<file path="src/rtl/fir_pkg.sv">
// Shared types and constants for the serial-MAC FIR filter: FSM state encoding,
// default geometry and the default tap coefficient table.
package fir_pkg;

    localparam int DEFAULT_WIDTH  = 16;
    localparam int DEFAULT_LENGHT = 64;

    typedef enum logic [1:0] {
        IDLE,
        LOADING_STATE,
        CALCULATION_STATE,
        OUTPUT_STATE
    } state_t;

    typedef logic [DEFAULT_LENGHT*DEFAULT_WIDTH-1:0] coeff_vec_t;

    // Tap k lives in bits [k*WIDTH +: WIDTH]; the ends hold the signed extremes.
    function automatic coeff_vec_t gen_coeffs();
        coeff_vec_t v;
        int         c;
        v = '0;
        for (int k = 0; k < DEFAULT_LENGHT; k++) begin
            if (k == 0)
                c = 32767;
            else if (k == DEFAULT_LENGHT - 1)
                c = -32768;
            else
                c = k * 513 - 16000;
            v[k*DEFAULT_WIDTH +: DEFAULT_WIDTH] = c[DEFAULT_WIDTH-1:0];
        end
        return v;
    endfunction

    localparam coeff_vec_t COEFFS = gen_coeffs();

endpackage

</file>
<file path="src/rtl/fir_filter_if.sv">
// Sample-in / result-out handshake bundle of the FIR filter.
interface fir_filter_if
    import fir_pkg::*;
#(
    parameter int WIDTH     = DEFAULT_WIDTH,
    parameter int OUT_WIDTH = 2*DEFAULT_WIDTH + $clog2(DEFAULT_LENGHT)
);
    logic signed [WIDTH-1:0]     FIR_input;
    logic                        input_valid;
    logic signed [OUT_WIDTH-1:0] FIR_output;
    logic                        output_valid;
    logic                        ready_for_input;

    modport master (
        output FIR_input, input_valid,
        input  FIR_output, output_valid, ready_for_input
    );

    modport slave (
        input  FIR_input, input_valid,
        output FIR_output, output_valid, ready_for_input
    );
endinterface

</file>
<file path="src/rtl/fir_control.sv">
// Sequencer for the serial FIR: accept, shift, LENGHT MAC cycles, publish.
//
// state             | meaning
// IDLE              | ready for a sample; clears acc on the cycle after OUTPUT
// LOADING_STATE     | shift captured sample into the delay line
// CALCULATION_STATE | one MAC per cycle, tap_cnt = 0 .. LENGHT-1
// OUTPUT_STATE      | register acc into FIR_output and pulse output_valid
module fir_control
    import fir_pkg::*;
#(
    parameter int LENGHT = DEFAULT_LENGHT
) (
    input  logic                       clk,
    input  logic                       reset,
    input  logic                       input_valid,
    output logic                       load_input,
    output logic                       load_result,
    output logic                       counter_co,
    output logic                       clr_result,
    output logic                       output_valid_interconnect,
    output logic                       ready_for_input,
    output logic [$clog2(LENGHT)-1:0]  tap_cnt,
    output state_t                     present_state
);
    localparam int            CW       = $clog2(LENGHT);
    localparam logic [CW-1:0] LAST_TAP = CW'(LENGHT - 1);

    state_t        state_q, state_d;
    logic [CW-1:0] cnt_q, cnt_d;
    logic          from_out_q;

    always_ff @(posedge clk) begin
        if (reset) begin
            state_q    <= IDLE;
            cnt_q      <= '0;
            from_out_q <= 1'b0;
        end else begin
            state_q    <= state_d;
            cnt_q      <= cnt_d;
            from_out_q <= (state_q == OUTPUT_STATE);
        end
    end

    always_comb begin
        state_d                   = state_q;
        cnt_d                     = cnt_q;
        load_input                = 1'b0;
        load_result               = 1'b0;
        counter_co                = 1'b0;
        clr_result                = 1'b0;
        output_valid_interconnect = 1'b0;
        ready_for_input           = 1'b0;
        case (state_q)
            IDLE: begin
                ready_for_input = 1'b1;
                clr_result      = from_out_q;
                if (input_valid)
                    state_d = LOADING_STATE;
            end
            LOADING_STATE: begin
                load_input = 1'b1;
                state_d    = CALCULATION_STATE;
            end
            CALCULATION_STATE: begin
                load_result = 1'b1;
                if (cnt_q == LAST_TAP) begin
                    counter_co = 1'b1;
                    cnt_d      = '0;
                    state_d    = OUTPUT_STATE;
                end else begin
                    cnt_d = cnt_q + 1'b1;
                end
            end
            OUTPUT_STATE: begin
                output_valid_interconnect = 1'b1;
                state_d                   = IDLE;
            end
            default: state_d = IDLE;
        endcase
    end

    assign tap_cnt       = cnt_q;
    assign present_state = state_q;

endmodule

</file>
<file path="src/rtl/fir_filter.sv">
// Direct-form FIR with one shared multiplier: delay line, full-precision MAC
// accumulator and held output register, sequenced by fir_control.
module fir_filter
    import fir_pkg::*;
#(
    parameter int                       WIDTH       = DEFAULT_WIDTH,
    parameter int                       LENGHT      = DEFAULT_LENGHT,
    parameter logic [LENGHT*WIDTH-1:0]  COEFF_TABLE = COEFFS
) (
    input  logic       clk,
    input  logic       reset,
    fir_filter_if.slave bus
);
    localparam int OUT_WIDTH = 2*WIDTH + $clog2(LENGHT);
    localparam int CW        = $clog2(LENGHT);

    logic                        load_input, load_result, counter_co, clr_result;
    logic                        output_valid_interconnect, ready_for_input;
    logic [CW-1:0]               tap_cnt;
    state_t                      present_state;

    logic signed [WIDTH-1:0]     coef [LENGHT];
    logic signed [WIDTH-1:0]     tap_q [LENGHT];
    logic signed [WIDTH-1:0]     sample_q;
    logic signed [2*WIDTH-1:0]   prod;
    logic signed [OUT_WIDTH-1:0] acc_q, acc_d;
    logic signed [OUT_WIDTH-1:0] out_q;
    logic                        ov_q;

    fir_control #(.LENGHT(LENGHT)) control (
        .clk                       (clk),
        .reset                     (reset),
        .input_valid               (bus.input_valid),
        .load_input                (load_input),
        .load_result               (load_result),
        .counter_co                (counter_co),
        .clr_result                (clr_result),
        .output_valid_interconnect (output_valid_interconnect),
        .ready_for_input           (ready_for_input),
        .tap_cnt                   (tap_cnt),
        .present_state             (present_state)
    );

    for (genvar g = 0; g < LENGHT; g++) begin : g_coef
        assign coef[g] = COEFF_TABLE[g*WIDTH +: WIDTH];
    end

    // Accumulator is wide enough for LENGHT worst-case products, so no saturation.
    always_comb begin
        prod  = tap_q[tap_cnt] * coef[tap_cnt];
        acc_d = acc_q;
        if (clr_result)
            acc_d = '0;
        else if (load_result)
            acc_d = acc_q + OUT_WIDTH'(prod);
    end

    always_ff @(posedge clk) begin
        if (reset) begin
            sample_q <= '0;
            for (int k = 0; k < LENGHT; k++)
                tap_q[k] <= '0;
            acc_q <= '0;
            out_q <= '0;
            ov_q  <= 1'b0;
        end else begin
            if (present_state == IDLE && bus.input_valid)
                sample_q <= bus.FIR_input;
            if (load_input) begin
                tap_q[0] <= sample_q;
                for (int k = 1; k < LENGHT; k++)
                    tap_q[k] <= tap_q[k-1];
            end
            acc_q <= acc_d;
            ov_q  <= output_valid_interconnect;
            if (output_valid_interconnect)
                out_q <= acc_q;
        end
    end

    assert property (@(posedge clk) disable iff (reset) counter_co |=> output_valid_interconnect);

    assign bus.FIR_output      = out_q;
    assign bus.output_valid    = ov_q;
    assign bus.ready_for_input = ready_for_input;

endmodule

</file>
<file path="src/flat_wrapper.sv">
// flat-port wrapper written by rule: the top's interface ports become plain ports
module fir_filter_flat import fir_pkg::*;
#(
    parameter int                       WIDTH       = DEFAULT_WIDTH,
    parameter int                       LENGHT      = DEFAULT_LENGHT,
    parameter logic [LENGHT*WIDTH-1:0]  COEFF_TABLE = COEFFS
)
  (clk, reset, bus_FIR_input, bus_input_valid, bus_FIR_output, bus_output_valid, bus_ready_for_input);
  fir_filter_if #(.WIDTH(WIDTH), .OUT_WIDTH((38))) bus_i ();
  input  logic clk;
  input  logic reset;
  input wire logic [$bits(bus_i.FIR_input)-1:0] bus_FIR_input;
  input wire logic [$bits(bus_i.input_valid)-1:0] bus_input_valid;
  output wire logic [$bits(bus_i.FIR_output)-1:0] bus_FIR_output;
  output wire logic [$bits(bus_i.output_valid)-1:0] bus_output_valid;
  output wire logic [$bits(bus_i.ready_for_input)-1:0] bus_ready_for_input;
  assign bus_i.FIR_input = bus_FIR_input;
  assign bus_i.input_valid = bus_input_valid;
  assign bus_FIR_output = bus_i.FIR_output;
  assign bus_output_valid = bus_i.output_valid;
  assign bus_ready_for_input = bus_i.ready_for_input;
  fir_filter #(.WIDTH(WIDTH), .LENGHT(LENGHT), .COEFF_TABLE(COEFF_TABLE)) u_core (.clk(clk), .reset(reset), .bus(bus_i));
endmodule
</file>
<file path="config.mk">
export PLATFORM = sky130hd
export DESIGN_NAME = fir_filter_flat
export DESIGN_NICKNAME = d
export VERILOG_FILES = /design/src/rtl/fir_pkg.sv /design/src/rtl/fir_filter_if.sv /design/src/rtl/fir_control.sv /design/src/rtl/fir_filter.sv /design/src/flat_wrapper.sv
export SDC_FILE = /design/constraint.sdc
export NUM_CORES = 2
export LEC_CHECK = 0
export CORE_ASPECT_RATIO = 0.7
export CORE_UTILIZATION = 55
export CTS_CLUSTER_SIZE = 30
export DETAILED_ROUTE_END_ITERATION = 7
export PLACE_DENSITY = 0.74
export SLEW_MARGIN = 0
export SYNTH_ARGS = -nofsm -noshare
export SYNTH_HDL_FRONTEND = slang
export SYNTH_HIERARCHICAL = 1
export SYNTH_SLANG_ARGS = --single-unit
</file>
<file path="constraint.sdc">
create_clock -name clk -period 13.74 [get_ports clk]
set_input_delay 1.374 -clock clk [delete_from_list [all_inputs] [get_ports clk]]
set_output_delay 1.374 -clock clk [all_outputs]
set_load 0.02 [all_outputs]
</file>
==> flow_summary.json <==
{
  "min_period_over_period": 0.733,
  "cap_viol_max_count": 0,
  "synth_ff_type": "edfxtp_1",
  "crit_arrival_ns": 10.62,
  "grt_setup_unrepaired": "false",
  "route.detailed.drc": 0,
  "critPathCaptureType": "register",
  "timing.rr.end": "u_core/acc_q[37]$_SDFFE_PP0P_",
  "critPathMaxFanout": 99,
  "cp_slowest_stage_delay_ns": 0.92,
  "finalSetupTns_ns": 0,
  "rrSetupSlack_ns": 3.67,
  "ctsResizeCount": 0,
  "crit_slowest_cell": "dfxtp_4",
  "synth_seq_area_share": 0.538,
  "final_cell_mix": "edfxtp_1 (1,024), and2_1 (563), nor2b_1 (493)",
  "clk_pin_slew_worst_paths_ns": 0.07,
  "setup_viol_count_final": 0,
  "grt_pass1_wl_um": 189000,
  "fin_crit_ns": 10.07,
  "cts_setup_buffers": 0,
  "cts_tree": "yes",
  "postRouteAntennaNets": 0,
  "post_drt_wl_per_cell_um": 20.4,
  "max_freq_mhz": 99.3,
  "synth_edf_count": 1024,
  "worstMarginPinSlew_ns": 1.19,
  "reg2reg_depth": 25,
  "cts_max_path_buffers": 3,
  "hpwl_um": 75200,
  "grt_antenna_before_repair": 2,
  "dieWidth_um": 400,
  "start_kind": "register",
  "syn_nets": 4708,
  "cp.required_ns": 14.29,
  "vias_per_cell": 5.64,
  "layout_commonest_cell": "edfxtp_1",
  "synth-seq-cells": 1126,
  "dieArea_sq_mm": 0.112,
  "clk-insertion-delay-late_ns": 0.71,
  "drt_first_iter_violations": 3075,
  "io_buffer_count": 58,
  "cts_max_level": 3,
  "drive_gt1_frac": 0.132,
  "min_path_type": "register to register",
  "grt_max_degree": 348,
  "synthCells": 4272,
  "yosysWarnings": 6,
  "fin_nets": 4677,
  "groute.usage.overall": 0.216,
  "hold_violations": 0,
  "relSlewSlack": 0.207,
  "cts_buffers": 104,
  "grt-ovfl-total": 0,
  "routed_wl_um": 118000,
  "cts_hold_buf": 0,
  "status": "completed",
  "crit_type": "register to register",
  "vias": 32500,
  "rows": 101,
  "hold_path_end": "u_core/sample_q[8]$_SDFFE_PP0P_",
  "finClkSkew_ns": 0.0392,
  "r2r_start": "u_core/control/tap_cnt[0]$_SDFFE_PP0P_",
  "hold_path_depth": 2,
  "die_h_um": 280,
  "ys_types": 54,
  "initial_core_util": 0.558,
  "async_flop_share": 0,
  "clock-root-buffer": "clkbuf_16",
  "syn-cell-area_sq_mm": 0.0609,
  "syn_avg_cell_area_sq_um": 14.3,
  "area_delta_synth_final_pct": 8.34,
  "coreArea_sq_mm": 0.109,
  "grt_pass1_vias": 32700,
  "min_from": "u_core/sample_q[8]$_SDFFE_PP0P_",
  "ios": 59,
  "gp_congestion": 0.928,
  "cp_common_cell": "fa_1",
  "numClockSinks": 1126,
  "drv_slew": 0,
  "dr.pass1.iters": 5
}
==> area by class of cell <==
cell class	instances	area, sq um
antenna	2	5.00
clock buffer	133	2740
clock inverter	57	538
fill	8121	43100
inverter	439	1650
multi-input combinational	2470	25400
sequential	1126	32800
tap	1442	1800
timing repair buffer	100	1000
==> layer usage <==
layer | vias up | GRT usage | wire length, um
met3 | 158 | 0.0587 | 9440
li1 | 14700 | - | -
met5 | - | 0 | 13
met2 | 907 | 0.304 | 50900
met4 | 2 | 0.0456 | 2230
met1 | 16800 | 0.337 | 55200
==> worst max-delay path, delay by kind of cell, from the launching register on <==
family | cells | cell delay [ns]
AO/OA/AOI/OAI | 8 | 2.14
XOR/XNOR | 1 | 0.18
buffers and inverters | 4 | 0.91
flip-flops | 1 | 0.92
adder cells (fa/ha/maj) | 7 | 3.15
multiplexers | 4 | 2.23
AND/OR/NAND/NOR | 1 | 0.16
==> cells in the mapped netlist, drive strengths merged, types with 26 or more instances <==
master / number / area (sq um)
edfxtp: 1024 / 30700
and2: 563 / 3520
nor2b: 494 / 3090
inv: 439 / 1650
mux4: 313 / 7050
fa: 304 / 6090
nor2: 163 / 612
clkbuf: 160 / 601
ha: 113 / 1410
dfxtp: 102 / 2040
mux2i: 94 / 941
buf: 77 / 448
nand2: 74 / 278
nand2b: 61 / 382
a21oi: 60 / 304
or2: 34 / 213
o21ai: 31 / 185
xnor2: 26 / 228
==> per-stage QoR <==
| step | instance area (sq um) | hold WS, ns | setup WS, ns | utilization | cells |
|---|---|---|---|---|---|
| 3_5_place_dp | 62700 | 0.445 | 3.74 | 0.575 | 5577 |
| 2_1_floorplan | 60900 | 0.432 | 3.94 | - | 4272 |
| 4_1_cts | 66000 | 0.454 | 3.72 | 0.605 | 5767 |
| 3_3_place_gp | 62700 | 0.442 | 3.94 | 0.575 | 5577 |
| 5_1_grt | 66000 | 0.476 | 3.05 | 0.605 | 5767 |
| 6_report | 66000 | 0.451 | 3.67 | 0.605 | 5769 |
==> flip-flops by register name, summed over array words and instances, names as in the netlist <==
register	cells
u_core/acc_q	38
u_core/bus.FIR_output	38
u_core/bus.output_valid	1
u_core/control/from_out_q	1
u_core/control/present_state	2
u_core/control/tap_cnt	6
u_core/sample_q	16
u_core/tap_q	1024
==> worst max-delay path by stage <==
stage	cells past startpoint	endpoint	from
after floorplan	3	u_core/tap_q[0][0]$_SDFFCE_PN0P_	reset
after global placement	28	u_core/acc_q[28]$_SDFFE_PP0P_	u_core/control/tap_cnt[0]$_SDFFE_PP0P_
after detailed placement	28	u_core/acc_q[37]$_SDFFE_PP0P_	u_core/control/tap_cnt[0]$_SDFFE_PP0P_
after CTS	28	u_core/acc_q[37]$_SDFFE_PP0P_	u_core/control/tap_cnt[0]$_SDFFE_PP0P_
after global routing	25	u_core/acc_q[37]$_SDFFE_PP0P_	u_core/control/tap_cnt[0]$_SDFFE_PP0P_
final	25	u_core/acc_q[37]$_SDFFE_PP0P_	u_core/control/tap_cnt[0]$_SDFFE_PP0P_
==> kinds of logic after synthesis <==
logic type	after synthesis	synth area share
AOI/OAI and AO/OA	149	0.0152
xor gates and xnor gates	41	0.00590
adders and majority gates	417	0.123
buffers and inverters	676	0.0443
DFF	1126	0.538
muxes	431	0.136
and+or+nand+nor	1432	0.137
Power is left out: the tool's default activity adds up to more than one toggle a clock period on the data nets, which glitch-free logic cannot reach.
